===== src/rtl/diff_dec.sv =====
// -----------------------------------------------------------------------------
// diff_dec -- differential line decoder with frame synchroniser
//
// Purpose:
//   Recovers data bits from a differentially encoded serial line (a decoded
//   bit is the XOR of the current and previous line bits). It searches the
//   decoded stream for an 8-bit sync word, MSB first. After a match it emits
//   FRAME_LEN payload bits and then resumes the search.
//
// Parameters:
//   SYNC_WORD  8-bit decoded frame-sync pattern, MSB first (default 8'hA7)
//   FRAME_LEN  payload bits per frame, legal range 1..255 (default 16)
//
// Ports:
//   clock      single clock, all state updates on the rising edge
//   reset      asynchronous, active-low reset
//   enable     bit strobe; state advances only on edges where enable=1
//   in         differentially encoded line bit
//   out        decoded payload bit (registered, holds while idle)
//   out_valid  out carries a payload bit this cycle
//   sync_det   one-cycle pulse after the sync word has been matched
//   frame_end  one-cycle pulse coincident with the last payload bit
//   locked     high while the decoder is inside a frame payload
//   frame_cnt  completed-frame count, saturating at 255
//
// Configuration:
//   DIFF_DEC_STATS_EN  when defined, builds the saturating completed-frame
//                      counter. When undefined, frame_cnt is tied to 0 and
//                      no counter logic exists.
//
// Handshake:
//   There is no back-pressure. A bit is accepted on every rising edge where
//   enable=1. The pulse outputs (out_valid, sync_det, frame_end) describe the
//   bit accepted on the previous edge and stay high for exactly one cycle.
//   On an edge with enable=0 they return to 0, and all other state holds.
// -----------------------------------------------------------------------------
module diff_dec #(
    parameter logic [7:0] SYNC_WORD = 8'hA7,
    parameter int         FRAME_LEN = 16
) (
    input  logic       clock,
    input  logic       reset,
    input  logic       enable,
    input  logic       in,
    output logic       out,
    output logic       out_valid,
    output logic       sync_det,
    output logic       frame_end,
    output logic       locked,
    output logic [7:0] frame_cnt
);

    typedef enum logic {
        SEARCH  = 1'b0,
        PAYLOAD = 1'b1
    } state_t;

    // Index of the final payload bit within a frame.
    localparam logic [7:0] LAST_BIT = 8'(FRAME_LEN - 1);

    state_t     state_q,     state_d;
    logic       prev_q,      prev_d;
    logic [7:0] sr_q,        sr_d;
    logic [7:0] bit_cnt_q,   bit_cnt_d;
    logic       out_q,       out_d;
    logic       out_valid_q, out_valid_d;
    logic       sync_det_q,  sync_det_d;
    logic       frame_end_q, frame_end_d;

    logic       dec_bit;
    logic [7:0] shifted;

    // The sync compare looks at the register as it will be after this shift.
    // The bit that falls off the top of sr is therefore never read.
    logic       sr_msb_unused;
    assign sr_msb_unused = sr_q[7];

    always_comb begin
        dec_bit     = in ^ prev_q;
        shifted     = {sr_q[6:0], dec_bit};

        state_d     = state_q;
        prev_d      = prev_q;
        sr_d        = sr_q;
        bit_cnt_d   = bit_cnt_q;
        out_d       = out_q;
        out_valid_d = 1'b0;
        sync_det_d  = 1'b0;
        frame_end_d = 1'b0;

        if (enable) begin
            prev_d = in;
            sr_d   = shifted;
            case (state_q)
                SEARCH: begin
                    // The sync bits are consumed here and never reach out.
                    if (shifted == SYNC_WORD) begin
                        state_d    = PAYLOAD;
                        bit_cnt_d  = 8'd0;
                        sync_det_d = 1'b1;
                    end
                end
                PAYLOAD: begin
                    // Sync patterns inside the payload are not examined.
                    out_d       = dec_bit;
                    out_valid_d = 1'b1;
                    bit_cnt_d   = bit_cnt_q + 8'd1;
                    if (bit_cnt_q == LAST_BIT) begin
                        // Clearing sr makes the search start fresh with the
                        // next bit, so a back-to-back sync is caught.
                        frame_end_d = 1'b1;
                        state_d     = SEARCH;
                        sr_d        = 8'd0;
                    end
                end
                default: begin
                    state_d = SEARCH;
                end
            endcase
        end
    end

    always_ff @(posedge clock or negedge reset) begin
        if (!reset) begin
            state_q     <= SEARCH;
            prev_q      <= 1'b0;
            sr_q        <= 8'd0;
            bit_cnt_q   <= 8'd0;
            out_q       <= 1'b0;
            out_valid_q <= 1'b0;
            sync_det_q  <= 1'b0;
            frame_end_q <= 1'b0;
        end else begin
            state_q     <= state_d;
            prev_q      <= prev_d;
            sr_q        <= sr_d;
            bit_cnt_q   <= bit_cnt_d;
            out_q       <= out_d;
            out_valid_q <= out_valid_d;
            sync_det_q  <= sync_det_d;
            frame_end_q <= frame_end_d;
        end
    end

`ifdef DIFF_DEC_STATS_EN
    logic [7:0] frame_cnt_q, frame_cnt_d;

    // Counts on the same edge that raises frame_end. The count holds at 255.
    always_comb begin
        frame_cnt_d = frame_cnt_q;
        if (frame_end_d && (frame_cnt_q != 8'hFF)) begin
            frame_cnt_d = frame_cnt_q + 8'd1;
        end
    end

    always_ff @(posedge clock or negedge reset) begin
        if (!reset) begin
            frame_cnt_q <= 8'd0;
        end else begin
            frame_cnt_q <= frame_cnt_d;
        end
    end

    assign frame_cnt = frame_cnt_q;
`else
    assign frame_cnt = 8'd0;
`endif

    assign out       = out_q;
    assign out_valid = out_valid_q;
    assign sync_det  = sync_det_q;
    assign frame_end = frame_end_q;
    // The state register itself drives locked, so locked is a flop output.
    assign locked    = (state_q == PAYLOAD);

endmodule

===== config.mk =====
export PLATFORM = sky130hd
export DESIGN_NAME = diff_dec
export DESIGN_NICKNAME = d
export VERILOG_FILES = /design/src/rtl/diff_dec.sv
export SDC_FILE = /design/constraint.sdc
export NUM_CORES = 1
export LEC_CHECK = 0
export BUFFER_PORTS_ARGS = -buffer_cell sky130_fd_sc_hd__buf_2
export CORE_ASPECT_RATIO = 1.4
export CORE_MARGIN = 10
export CORE_UTILIZATION = 53
export CTS_CLUSTER_SIZE = 28
export DETAILED_ROUTE_END_ITERATION = 10
export PLACE_DENSITY = 0.76
export SETUP_SLACK_MARGIN = 0.15
export SYNTH_ARGS = -nofsm -noshare
export SYNTH_HDL_FRONTEND = slang
export SYNTH_SLANG_ARGS = --single-unit

===== constraint.sdc =====
create_clock -name clock -period 1.68 [get_ports clock]
set_input_delay 0.168 -clock clock [delete_from_list [all_inputs] [get_ports clock]]
set_output_delay 0.168 -clock clock [all_outputs]
set_load 0.01 [all_outputs]

==> impl_metrics.ini <==
[yosys]
ys_ff_latch = 21
ys.flop_type = dfrtp_1
synth.distinct_cells = 31
synth-edff-count = 0
synth_seq_area_share = 0.5198
syn_inst = 89
synth_common_cells = dfrtp_1 (21), o21ai_0 (9), buf_4 (8), a22o_2 (7), nand2_1 (6)
netlist.area_leader.share = 0.5198
synth_area_leaders = dfrtp_1 (52%), a22o_2 (6.9%), buf_4 (5.9%)
synth_most_common_cell = dfrtp_1
synth_top_cell_by_area = dfrtp_1
syn_area_um2 = 1011
yosys_warnings = 0
avgSynthCellArea_um2 = 11.36
async_reset_ff_frac = 1.000

[cts]
root_buffer = clkbuf_4
cts_sinks = 21
cts_buffers = 3
cts_tree = built
h-tree-depth = 1
path_clk_slew_ps = 110
clockBufferDepth = 2
worst_skew_pair.late_latency_ps = 310

[placed_design]
io_buffers = 8
hpwl_um = 1427
routabilityCongestion = 0.8022

[floorplanning]
die_h_um = 71.68
die_w_um = 56.91
core-area_um2 = 1779
start_util = 0.5682
ios = 17
die-area_um2 = 4079
num_rows = 18

[sta]
final-hold-violation-count = 0
finalSetupViolations = 0
fmax_mhz = 681.3
fin_skew_ps = 3.223
maxSlewViolCount = 0
setup_tns_ps = 0
rsz0062_at_grt = true
period_needed_ps = 1468
fin_crit_sh = 0.8737

[route]
routed_via_density = 5.754
ant_nets = 0
wire_per_inst_um = 15.78
drt_pre_antenna_iters = 4
vias = 702
drt_iter0_markers = 24
drc = 0
wl_um = 1925

[setup_path]
crit_family = simple AND/OR/NAND/NOR gates
required_ps = 1890
cp-startpoint = bit_cnt_q[5]$_DFFE_PN0P_
cpPeakStageDelay_ps = 490
crit_buf_inv = 0
start_kind = flip-flop
cp_data_arrival_time_ps = 1680
path_cells = nor4_2, a31oi_4, a22o_2
path_class = flip-flop to flip-flop
slowest_stage = nor4_2
endpoint_kind = flip-flop
cp_max_fo = 7
r2r-start = bit_cnt_q[5]$_DFFE_PN0P_

[power_and_ir_drop]
power_mw = 1.383
power_leakage_nw = 0.5500
max-vdd-ir-drop_mv = 0.6776
powerDensity_nw_per_um2 = 1245

[grt]
grtUsageMet3 = 0.02116
grt_max_degree = 22
grt_use_total = 0.09961
antenna_found_initial = 0
grt_pass1_vias = 746
met1_usage = 0.1054
grt-ovfl-total = 0
top_usage_layer = met2
grt_use_met2 = 0.1693
grt_pass1_wl_um = 3346

[cells_and_area]
finalNetCount = 108
diodes = 0
multiInputGateArea_um2 = 454.2
ff_latch_area_um2 = 525.5
area_growth_pct = 9.901
drive_gt1_frac = 0.2745
fill_cells = 154

[outcome]
outcome = finished, final reports clean

[worst_hold_path]
min_path_type = input pin to flip-flop
hold_start = in

[job]
max_cap_viol_count = 0
[final cells by class]
type,count,share of cell area
inverter,4,0.01351
multi-input combinational,62,0.4088
clock buffer,4,0.02365
timing repair buffer,11,0.05856
sequential,21,0.4730
tap,20,0.02252
[worst paths after layout]
path	end	slack, ps	cells past startpoint
worst max-delay path	sr_q[0]$_DFFE_PN0P_	210	3
worst min-delay path	prev_q$_DFFE_PN0P_	130	2
worst max register to register	sr_q[0]$_DFFE_PN0P_	210	3
worst min register to register	out$_DFFE_PN0P_	500	2
max in group asynchronous	sr_q[0]$_DFFE_PN0P_	1060	2
min in group asynchronous	bit_cnt_q[2]$_DFFE_PN0P_	320	2
[where the power goes]
| group | switching (mW) | leakage, nW | internal [mW] | total [mW] |
|---|---|---|---|---|
| Combinational | 0.215 | 0.267 | 0.178 | 0.393 |
| Clock | 0.152 | 0.0150 | 0.0929 | 0.245 |
| Sequential | 0.127 | 0.268 | 0.618 | 0.745 |
| Total | 0.494 | 0.550 | 0.889 | 1.38 |
[layer usage]
metal  part of all wire  routed length, um
met5                  0                  0
met1               0.41                783
met3              0.037                 71
met2               0.53               1020
met4              0.025                 48
[timing repair]
item / in CTS / in global routing
hold endpoints to repair: 21 / 0
pin swaps: 0 / 1
buffers inserted: 0 / 2
gates resized for setup: 2 / 3
endpoints found under the setup margin: 7 / 12
hold buffers: 1 / 0
[state kept, by name, summed over array words and instances, names as in the netlist]
| register | count |
|---|---|
| sync_det | 1 |
| prev_q | 1 |
| sr_q | 7 |
| out | 1 |
| out_valid | 1 |
| frame_end | 1 |
| locked | 1 |
| bit_cnt_q | 8 |
[worst register-to-register path: stages, from the launching register on]
cell and delay (ps):
dfrtp_1 440, nor4_2 490, a31oi_4 180, a22o_2 250
[cells by family after synthesis]
logic type / after synthesis / share of synthesized area
simple gates: 26 / 0.1683
other cells: 1 / 0.003709
buf+inv: 13 / 0.07796
xor+xnor: 1 / 0.01609
flops: 21 / 0.5198
mux: 3 / 0.03094
fa+ha+maj: 1 / 0.01237
compound gates: 23 / 0.1708
[cell usage in the layout, fill, tap and decap left out, types with 2 or more instances in the layout]
cell / Yosys / routed
a22o_2: 7 / 7
o21ai_1: 0 / 2
conb_1: 1 / 8
nand4_1: 2 / 2
dfrtp_1: 21 / 21
o41ai_1: 3 / 3
nand2b_1: 2 / 2
buf_4: 8 / 2
o21ai_0: 9 / 7
nand3_1: 3 / 3
or3_1: 3 / 3
clkbuf_4: 0 / 3
inv_1: 4 / 4
nand2_1: 6 / 6
buf_2: 0 / 8
mux2i_1: 2 / 2
[metrics by stage]
stage	worst slack, ps	std cells	hold WS, ps	area (um^2)	utilization
global placement	91.52	115	137.7	1039	0.5837
finish	212.2	122	131.9	1111	0.6245
CTS	164.9	120	131.3	1087	0.6111
global route	113.2	122	130.6	1111	0.6245
floorplan	191.0	96	-127.6	1037	-
detailed placement	8.494	115	143.1	1039	0.5837
Note: power is estimated with default switching activity, not from simulation.
